<file path="config.mk">
export PLATFORM = sky130hd
export DESIGN_NAME = ref_line_builder
export DESIGN_NICKNAME = d
export VERILOG_FILES = /design/src/rtl/ref_line_builder.sv
export SDC_FILE = /design/constraint.sdc
export NUM_CORES = 1
export LEC_CHECK = 0
export ABC_AREA = 1
export CAP_MARGIN = 20
export CORE_UTILIZATION = 54
export DETAILED_ROUTE_END_ITERATION = 8
export PLACE_DENSITY_LB_ADDON = 0.08
export SYNTH_ARGS = -nofsm -noshare
export SYNTH_HDL_FRONTEND = slang
export SYNTH_SLANG_ARGS = --single-unit
</file>
<file path="constraint.sdc">
create_clock -name CLK -period 8.6 [get_ports CLK]
set_clock_uncertainty 0.1 [all_clocks]
set_input_delay 1.29 -clock CLK [delete_from_list [all_inputs] [get_ports CLK]]
set_output_delay 1.29 -clock CLK [all_outputs]
set_load 0.01 [all_outputs]
</file>
<file path="src/rtl/ref_line_builder.sv">
// Builds a block of N_ROWS+1 edge-padded reference lines from incoming rows:
// each line gets sample 0 replicated on its left, and row 0 is emitted twice (top edge).
module ref_line_builder #(
    parameter int SAMPLE_W = 8,
    parameter int N_COLS   = 8,
    parameter int N_ROWS   = 8
) (
    input  logic                           CLK,
    input  logic                           RST_ASYNC,
    input  logic                           START,
    input  logic [N_COLS*SAMPLE_W-1:0]     ROW_IN,
    input  logic                           ROW_VALID,
    output logic                           ROW_READY,
    output logic [(N_COLS+1)*SAMPLE_W-1:0] LINE_OUT,
    output logic                           LINE_WE,
    output logic [3:0]                     LINE_IDX,
    output logic                           BUSY,
    output logic                           DONE
);

    localparam int ROW_W  = N_COLS * SAMPLE_W;
    localparam int LINE_W = (N_COLS + 1) * SAMPLE_W;
    localparam logic [3:0] LAST_ROW = 4'(N_ROWS - 1);

    localparam logic [2:0] S_IDLE   = 3'd0;
    localparam logic [2:0] S_FIRST  = 3'd1;
    localparam logic [2:0] S_REPEAT = 3'd2;
    localparam logic [2:0] S_ROWS   = 3'd3;
    localparam logic [2:0] S_FIN    = 3'd4;

    logic [2:0]        r_state;
    logic [3:0]        r_rowCnt;
    logic [ROW_W-1:0]  r_buf;
    logic [LINE_W-1:0] r_lineOut;
    logic              r_lineWe;
    logic [3:0]        r_lineIdx;
    logic              r_done;

    logic              w_rowReady;
    logic              w_hs;
    logic [LINE_W-1:0] w_padRow;
    logic [LINE_W-1:0] w_padBuf;

    assign w_rowReady = (r_state == S_FIRST) || (r_state == S_ROWS);
    assign w_hs       = ROW_VALID && w_rowReady;
    assign w_padRow   = {ROW_IN[ROW_W-1 -: SAMPLE_W], ROW_IN};
    assign w_padBuf   = {r_buf[ROW_W-1 -: SAMPLE_W], r_buf};

    // DONE is registered so it lands the cycle after the last line; START is
    // refused during that cycle even though the FSM is already back in IDLE.
    always_ff @(posedge CLK or posedge RST_ASYNC) begin
        if (RST_ASYNC) begin
            r_state   <= S_IDLE;
            r_rowCnt  <= 4'd0;
            r_buf     <= '0;
            r_lineOut <= '0;
            r_lineWe  <= 1'b0;
            r_lineIdx <= 4'd0;
            r_done    <= 1'b0;
        end else begin
            r_lineWe <= 1'b0;
            r_done   <= 1'b0;
            case (r_state)
                S_IDLE: begin
                    if (START && !r_done) begin
                        r_state  <= S_FIRST;
                        r_rowCnt <= 4'd0;
                    end
                end
                S_FIRST: begin
                    if (w_hs) begin
                        r_buf     <= ROW_IN;
                        r_lineOut <= w_padRow;
                        r_lineIdx <= 4'd0;
                        r_lineWe  <= 1'b1;
                        r_state   <= S_REPEAT;
                        if (r_rowCnt != LAST_ROW) begin
                            r_rowCnt <= r_rowCnt + 4'd1;
                        end
                    end
                end
                S_REPEAT: begin
                    r_lineOut <= w_padBuf;
                    r_lineIdx <= 4'd1;
                    r_lineWe  <= 1'b1;
                    r_state   <= (LAST_ROW == 4'd0) ? S_FIN : S_ROWS;
                end
                S_ROWS: begin
                    if (w_hs) begin
                        r_lineOut <= w_padRow;
                        r_lineIdx <= r_rowCnt + 4'd1;
                        r_lineWe  <= 1'b1;
                        if (r_rowCnt == LAST_ROW) begin
                            r_state <= S_FIN;
                        end else begin
                            r_rowCnt <= r_rowCnt + 4'd1;
                        end
                    end
                end
                S_FIN: begin
                    r_done  <= 1'b1;
                    r_state <= S_IDLE;
                end
                default: begin
                    r_state <= S_IDLE;
                end
            endcase
        end
    end

    assign ROW_READY = w_rowReady;
    assign LINE_OUT  = r_lineOut;
    assign LINE_WE   = r_lineWe;
    assign LINE_IDX  = r_lineIdx;
    assign BUSY      = (r_state != S_IDLE);
    assign DONE      = r_done;

endmodule

</file>
==> flow_summary.json, run 1 <==
{
  "synth-xor-area-share_pct": 0,
  "p_sw_share_pct": 37.2,
  "grt_pass1_wl_um": 22600,
  "viasPerCell": 5.17,
  "synth-simple-area-share_pct": 16.3,
  "first_pass_iters": 5,
  "fmax_ghz": 0.295,
  "cts_hold_buf": 0,
  "synth_nets": 787,
  "status": "finished clean",
  "rows": 38,
  "grt_usage_pct": 24.8,
  "worstSetupPathType": "reg2out",
  "cpMaxStageDelayCell": "clkdlybuf4s50_1",
  "netlist_instances": 718,
  "routed_wl_um": 13900,
  "die_y_um": 110,
  "crit_fanout": 35,
  "clockRootBuffer": "clkbuf_16",
  "io_buffers": 147,
  "fin_crit_ns": 3.39,
  "hp-class": "reg2reg",
  "chipWidth_um": 110,
  "whs_path_depth": 2,
  "avgSynthCellArea_um2": 8.71,
  "synth_area_um2": 6250,
  "grt_max_degree": 129,
  "combPwrFrac_pct": 43.1,
  "ys_types": 23,
  "leakage_nw": 3.73,
  "vias": 5111,
  "maxSlewHeadroom_pct": 38.3,
  "setup.worst_path.start_class": "flip-flop",
  "tns_ns": 0,
  "synth_top_family_by_area": "simple AND/OR/NAND/NOR gates",
  "final.period_utilization_pct": 39.4,
  "drt_iter0_drc": 372,
  "synth_adder_area_share_pct": 0.200,
  "drcViolationCount": 0,
  "cts_tree": "yes",
  "crit_chain": "inv_1, nand2_2, inv_4, clkdlybuf4s50_1",
  "cap_violations": 0,
  "syn2layout_area_growth_pct": 29.7,
  "clkLatencyLatePin_ns": 0.41,
  "cts_made_buffers": 17,
  "htree_levels": 4,
  "io-pin-count": 148,
  "power_density_nw_per_um2": 391,
  "dieArea_um2": 12000,
  "fin_ws_ns": 5.21,
  "worst_pin_slew_ns": 0.926,
  "worstPathRequired_ns": 7.21,
  "diodes": 0,
  "fp.coreArea_um2": 11100,
  "ir_drop_v": 0.000205,
  "start_util_pct": 56.4,
  "drive_gt1_share_pct": 6.01,
  "dpl_worst_slack_ns": 5.15,
  "antenna_found_initial": 0,
  "cts_sinks": 141,
  "finalHoldViolCount": 0,
  "routabilityCongestion": 0.797,
  "drv_slew": 0,
  "critPathCaptureType": "output port",
  "wl_per_cell_um": 14.0,
  "rsz0062_at_grt": "false",
  "cts_resized": 0,
  "grt_pass1_vias": 4885,
  "p_switching_mw": 1.18,
  "dpl.hpwl_um": 8770,
  "ys_ff_latch": 141,
  "internal_power_mw": 1.99,
  "whs_ns": 0.381,
  "final-setup-viol-count": 0,
  "final_nets": 907,
  "cts_buffer_depth": 2,
  "pwr-share-seq_pct": 36.7,
  "synth-compound-area-share_pct": 16.1,
  "overflow": 0,
  "yosysSeqAreaShare_pct": 56.4,
  "synth_mux_area_share_pct": 0,
  "cts.clk_slew.worst_paths_ns": 0.06,
  "cts_setup_buffers": 0,
  "power_frac_clock_pct": 20.2,
  "ff2ff_path_depth": 5,
  "antenna_left": 0,
  "cp.arrival_ns": 2.00,
  "yosys_warnings": 0,
  "critPathMaxStageDelay_ns": 0.61
}
## Yosys cell counts, drive strengths merged
cell	number	share of area, %
nor2	25	1.7
nor3	1	0.080
nand2	216	13
nand4	3	0.30
inv	75	4.6
o21ai	180	15
a21oi	15	1.6
clkbuf	7	0.42
dfrtp	141	56
nand3	10	1.0
ha	1	0.20
buf	44	5.9
## path summary, 6_finish.rpt
check                      slack [ns]         start            to
setup / recovery                 5.21    r_state[2]     ROW_READY
hold / removal                   0.38  LINE_OUT[33]  LINE_OUT[33]
setup reg to reg                 6.54    r_state[2]  LINE_OUT[43]
hold reg to reg                  0.38  LINE_OUT[33]  LINE_OUT[33]
max in group asynchronous        5.78     RST_ASYNC     r_buf[42]
min in group asynchronous        1.24     RST_ASYNC  LINE_OUT[37]
## power by group through the flow
stage | sequential, mW | combinational [mW] | clock [mW]
after floorplan | 1.20 | 0.839 | 0
after global placement | 1.16 | 1.30 | 0
after detailed placement | 1.17 | 1.36 | 0
after CTS | 1.16 | 1.37 | 0.654
after global routing | 1.20 | 1.55 | 0.682
final | 1.16 | 1.37 | 0.639
## worst max-delay path: cells and delay by family (launching register included)
kind | cells | cell delay [ns]
buffers and inverters | 3 | 1.05
flip-flops | 1 | 0.42
AND/OR/NAND/NOR | 1 | 0.10
## registers in the layout (all words and copies together), names as in the netlist
| register | count |
|---|---|
| DONE | 1 |
| LINE_IDX | 4 |
| LINE_OUT | 64 |
| LINE_WE | 1 |
| r_buf | 64 |
| r_rowCnt | 4 |
| r_state | 3 |
## per-layer routing
layer	part of all wire (%)	wire length, um	up-vias	GRT usage, %
li1	-	-	2505	-
met1	44	6100	2405	32.9
met2	47	6580	182	38.6
met3	7.1	986	19	6.70
met4	1.4	197	0	10.2
met5	0	0	-	0
## placed cells by master, fill, tap and decap left out
| master | synthesis | layout |
|---|---|---|
| clkbuf_8 | 0 | 3 |
| nor2_4 | 1 | 2 |
| nand2_2 | 1 | 1 |
| ha_1 | 1 | 1 |
| nand2_1 | 213 | 213 |
| clkbuf_16 | 0 | 17 |
| nand4_1 | 3 | 3 |
| nand3_1 | 9 | 9 |
| inv_4 | 2 | 2 |
| clkinv_2 | 0 | 5 |
| nor2_2 | 2 | 1 |
| clkinvlp_4 | 0 | 1 |
| nor3_1 | 1 | 1 |
| o21ai_2 | 2 | 2 |
| a21oi_1 | 8 | 8 |
| clkinv_4 | 0 | 1 |
| nor2_1 | 22 | 22 |
| buf_16 | 0 | 2 |
| clkdlybuf4s50_1 | 0 | 147 |
| nand2_4 | 2 | 2 |
| o21ai_1 | 25 | 25 |
| nand3_4 | 1 | 1 |
| inv_1 | 73 | 72 |
| inv_6 | 0 | 1 |
| buf_4 | 17 | 3 |
| o21ai_0 | 153 | 153 |
| a21oi_2 | 7 | 7 |
| dfrtp_1 | 141 | 141 |
| clkbuf_1 | 7 | 3 |
## area by class of cell
cell class / count / area, um2
Clock buffer: 23 / 478
Clock inverter: 7 / 41.3
Fill cell: 830 / 2970
Inverter: 75 / 292
Multi-Input combinational cell: 451 / 2050
Sequential cell: 141 / 3530
Tap cell: 140 / 175
Timing Repair Buffer: 152 / 1550
## cell families (layout without fill, tap and decap cells)
group | count (synthesis) | count (layout)
adders and majority gates | 1 | 1
DFF | 141 | 141
AOI/OAI and AO/OA | 195 | 195
buffers and inverters | 126 | 257
and+or+nand+nor | 255 | 255
## per-stage QoR
step / std cells / area, um2 / utilization, % / power [mW]
2_1_floorplan: 718 / 6250 / - / 2.04
3_5_place_dp: 958 / 7560 / 68.3 / 2.53
5_1_grt: 989 / 8110 / 73.2 / 3.42
3_3_place_gp: 957 / 7540 / 68.0 / 2.45
4_1_cts: 988 / 8080 / 73.0 / 3.19
6_report: 989 / 8110 / 73.2 / 3.17
Note: power is estimated with default switching activity, not from simulation.
==> inputs of run 2 (changes only) <==
Settings changed: CORE_UTILIZATION 54 to 45.
Clock period 8.6 ns to 2.8 ns, I/O delays scaled along.
==> run 2 against run 1 <==
Against the previous run: sequential power grew to 3.1 times the previous value; hold slack lost 0.051 ns; clock-buffer cell count shrank 3; register-to-register slack lost 5.8 ns; sequential share of layout area shrank 1.1 points; combinational power grew to 3.0 times the previous value; first-iteration DRC count shrank 15%; final cell count grew 3.9%; non-clock buffer count grew 2; utilization shrank 11 points; routed wire length shrank 0.81%; critical endpoint unchanged.
==> flow_summary.json, run 2 (synthesis gave the netlist of run 1 again) <==
{
  "status": "finished clean",
  "wl_met3_um": 954,
  "htree_levels": 4,
  "grt_pass1_wl_um": 23300,
  "clkLatencyLatePin_ns": 0.42,
  "cts.clk_slew.worst_paths_ns": 0.06,
  "dpl.hpwl_um": 8720,
  "setup.worst_path.start_class": "flip-flop",
  "dpl_worst_slack_ns": 0.660,
  "tns_ns": 0,
  "start_util_pct": 46.7,
  "wl_met2_um": 6250,
  "fin_ws_ns": 0.298,
  "final_nets": 909,
  "critPathCaptureType": "output port",
  "maxSlewHeadroom_pct": 40.7,
  "cts_resized": 0,
  "ff2ff_path_depth": 5,
  "regToRegStartpoint": "r_state[2]",
  "antenna_left": 0,
  "overflow": 0,
  "clockRootBuffer": "clkbuf_16",
  "layout_common_cells": "nand2_1 (213), o21ai_0 (153), clkdlybuf4s50_1 (147)",
  "fmax_ghz": 0.400,
  "fin_crit_ns": 2.50,
  "critPathLaunch": "r_state[2]",
  "antenna_found_initial": 1,
  "worstSetupPathType": "reg2out",
  "first_pass_iters": 6,
  "cts_tree": "yes",
  "finalHoldViolCount": 0,
  "crit_fanout": 35,
  "cts_made_buffers": 17,
  "io-pin-count": 148,
  "grt_max_degree": 129,
  "hp-class": "in2async",
  "cap_violations": 0,
  "ir_drop_v": 0.000752,
  "cts_sinks": 141,
  "grt_usage_pct": 20.9,
  "vias": 5066,
  "cts_hold_buf": 0,
  "diodes": 0,
  "cts_buffer_depth": 2,
  "drive_gt1_share_pct": 6.69,
  "viasPerCell": 4.93,
  "syn2layout_area_growth_pct": 33.2,
  "rsz0062_at_grt": "false",
  "dieArea_um2": 14400,
  "drcViolationCount": 0,
  "power_density_nw_per_um2": 1230,
  "top_layer": "met4",
  "worst_pin_slew_ns": 0.890,
  "final-setup-viol-count": 0,
  "worstPathRequired_ns": 2.28,
  "routabilityCongestion": 0.827,
  "drt_iter0_drc": 317,
  "chipWidth_um": 120,
  "leakage_nw": 3.81,
  "drv_slew": 0,
  "final_common_cell": "nand2_1",
  "grt_pass1_vias": 4871,
  "rows": 42,
  "io_buffers": 147,
  "die_y_um": 120,
  "routed_wl_um": 13800,
  "fp.coreArea_um2": 13400,
  "wl_met1_um": 6280,
  "cts_setup_buffers": 0,
  "wl_per_cell_um": 13.4,
  "final.period_utilization_pct": 89.3,
  "cp.arrival_ns": 1.98
}
run 2: changes by cell type in the layout (fill, tap and decap cells not counted):
cell,previous run,this run
buf_16,2,0
bufinv_16,0,5
inv_6,1,0
clkinvlp_4,1,3
buf_12,0,5
buf_4,3,2
clkbuf_1,3,0
clkinv_2,5,3
run 2: worst max-delay path, cell delays in order (launching register included):
cell and delay, ns:
dfrtp_1 0.42, inv_1 0.17, nand2_2 0.10, inv_4 0.26, clkdlybuf4s50_1 0.60
run 2: per-layer routing:
layer  global-route usage [%]  vias to the layer above
li1                         -                     2516
met1                     28.0                     2371
met2                     32.2                      157
met3                     5.47                       22
met4                     8.83                        0
met5                        0                        -
run 2: layout make-up:
type	count	area [um2]
Clock buffer	20	467
Inverter	75	290
Tap cell	176	220
Clock inverter	11	189
Sequential cell	141	3530
Multi-Input combinational cell	451	2050
Timing Repair Buffer	154	1590
Fill cell	1162	5070
run 2: final timing paths:
kind	to	slack (ns)
worst max-delay path	ROW_READY	0.30
worst min-delay path	LINE_OUT[52]	0.33
worst max register to register	LINE_OUT[38]	0.79
worst min register to register	LINE_OUT[34]	0.38
max in group asynchronous	r_buf[16]	1.56
min in group CLK	LINE_OUT[34]	0.38
run 2: power breakdown:
part / internal [mW] / total (mW) / switching (mW)
sequential: 3.04 / 3.59 / 0.548
clock: 1.64 / 2.47 / 0.825
combinational: 1.91 / 4.17 / 2.25
run 2: through the flow:
stage | util, % | hold WS [ns] | cells | total power, mW | instance area, um2
after floorplan | - | 0.382 | 718 | 6.27 | 6260
after global placement | 57.3 | 0.366 | 997 | 7.63 | 7670
after detailed placement | 57.3 | 0.373 | 997 | 7.79 | 7670
after CTS | 62.2 | 0.338 | 1028 | 10.3 | 8330
after global routing | 62.2 | 0.379 | 1028 | 11.0 | 8330
final | 62.2 | 0.330 | 1028 | 10.2 | 8330
==> inputs of run 3 (changes only) <==
Settings changed: CORE_UTILIZATION 45 to 54, MAX_ROUTING_LAYER set to met4.
Clock period 2.8 ns to 3.15 ns, I/O delays scaled along.
==> run 3 against run 2 <==
Against the previous run: register-to-register slack better by 0.28 ns; clock power down 15%; routed wire length down 0.20%; combinational power down 11%; worst setup slack better by 0.31 ns; global-route usage up 4.5 points; largest power group unchanged.
==> flow_summary.json, run 3 (synthesis gave the netlist of run 1 again) <==
{
  "ir_drop_v": 0.000799,
  "fp.coreArea_um2": 11100,
  "clockRootBuffer": "clkbuf_16",
  "drive_gt1_share_pct": 6.68,
  "maxSlewHeadroom_pct": 39.4,
  "cts_tree": "yes",
  "routed_wl_um": 13700,
  "grt_max_degree": 129,
  "dieArea_um2": 12000,
  "final.period_utilization_pct": 80.5,
  "cts_hold_buf": 0,
  "fmax_ghz": 0.394,
  "io-pin-count": 148,
  "fin_crit_ns": 2.54,
  "io_buffers": 147,
  "whs_ns": 0.383,
  "antenna_left": 0,
  "cts_resized": 0,
  "grt_pass1_wl_um": 22400,
  "tns_ns": 0,
  "power_density_nw_per_um2": 1090,
  "final_util_pct": 74.4,
  "chipWidth_um": 110,
  "p_sw_share_pct": 35.9,
  "worst_pin_slew_ns": 0.909,
  "start_util_pct": 56.4,
  "cap_violations": 0,
  "antenna_found_initial": 0,
  "drcViolationCount": 0,
  "grt_usage_pct": 25.4,
  "dpl_worst_slack_ns": 0.913,
  "r2r_slack_ns": 1.07,
  "htree_levels": 4,
  "p_switching_mw": 3.23,
  "routabilityCongestion": 0.872,
  "critPathCaptureType": "output port",
  "clkLatencyLatePin_ns": 0.41,
  "setup.worst_path.start_class": "flip-flop",
  "leakage_nw": 3.79,
  "wl_per_cell_um": 13.8,
  "cts_made_buffers": 17,
  "fin_ws_ns": 0.613,
  "crit_fanout": 35,
  "layout_common_cells": "nand2_1 (213), o21ai_0 (153), clkdlybuf4s50_1 (147)",
  "vias": 5076,
  "pwr-share-seq_pct": 35.4,
  "rows": 38,
  "syn2layout_area_growth_pct": 31.7,
  "worstSetupPathType": "reg2out",
  "power_frac_clock_pct": 23.4,
  "final_nets": 909,
  "cp.arrival_ns": 1.96,
  "first_pass_iters": 7,
  "dpl.hpwl_um": 8800,
  "hp-class": "reg2reg",
  "cts_setup_buffers": 0,
  "combPwrFrac_pct": 41.2,
  "overflow": 0,
  "total_power_mw": 9.00,
  "diodes": 0,
  "worstPathRequired_ns": 2.58,
  "cts_buffer_depth": 2,
  "drv_slew": 0,
  "viasPerCell": 5.11,
  "final-setup-viol-count": 0,
  "grt_pass1_vias": 4863,
  "drt_iter0_drc": 366,
  "cts.clk_slew.worst_paths_ns": 0.06,
  "rsz0062_at_grt": "false",
  "internal_power_mw": 5.77,
  "cts_sinks": 141,
  "final_common_cell": "nand2_1",
  "status": "finished clean",
  "die_y_um": 110,
  "finalHoldViolCount": 0
}
[run 3: worst paths after layout]
check                                   from            to  cells after the start
worst min register to register  LINE_OUT[41]  LINE_OUT[41]                      2
worst max register to register    r_state[2]  LINE_OUT[13]                      5
worst min-delay path            LINE_OUT[41]  LINE_OUT[41]                      2
worst max-delay path              r_state[2]     ROW_READY                      4
max in group asynchronous          RST_ASYNC    r_state[0]                      3
min in group asynchronous          RST_ASYNC  LINE_OUT[46]                      3
[run 3: final cells by class]
type / instances / area, um2
clock inverter: 11 / 164
multi-input combinational: 451 / 2050
tap: 140 / 175
inverter: 75 / 290
sequential: 141 / 3530
fill: 831 / 2840
timing repair buffer: 154 / 1560
clock buffer: 21 / 470
[run 3: metrics by stage]
step,std cells,instance area [um2]
floorplan,718,6260
detailed placement,961,7600
CTS,993,8240
finish,993,8240
global route,993,8240
global placement,961,7600
[run 3: power groups by stage]
stage / clock, mW / sequential, mW / combinational (mW)
3_5_place_dp: 0 / 3.19 / 3.71
2_1_floorplan: 0 / 3.28 / 2.29
4_1_cts: 2.15 / 3.18 / 3.75
3_3_place_gp: 0 / 3.17 / 3.56
6_report: 2.11 / 3.18 / 3.71
5_1_grt: 2.22 / 3.28 / 4.21
[run 3: layer usage]
metal	track usage, %	vias to the layer above	wire [um]
li1	-	2512	-
met1	32.9	2396	6200
met2	38.6	147	6550
met3	5.93	21	724
met4	10.8	0	249
met5	-	-	0
[run 3: worst max-delay path: stages, from the launching register on]
cell and delay [ns]:
dfrtp_1 0.41, inv_1 0.17, nand2_2 0.10, inv_4 0.26, clkdlybuf4s50_1 0.60
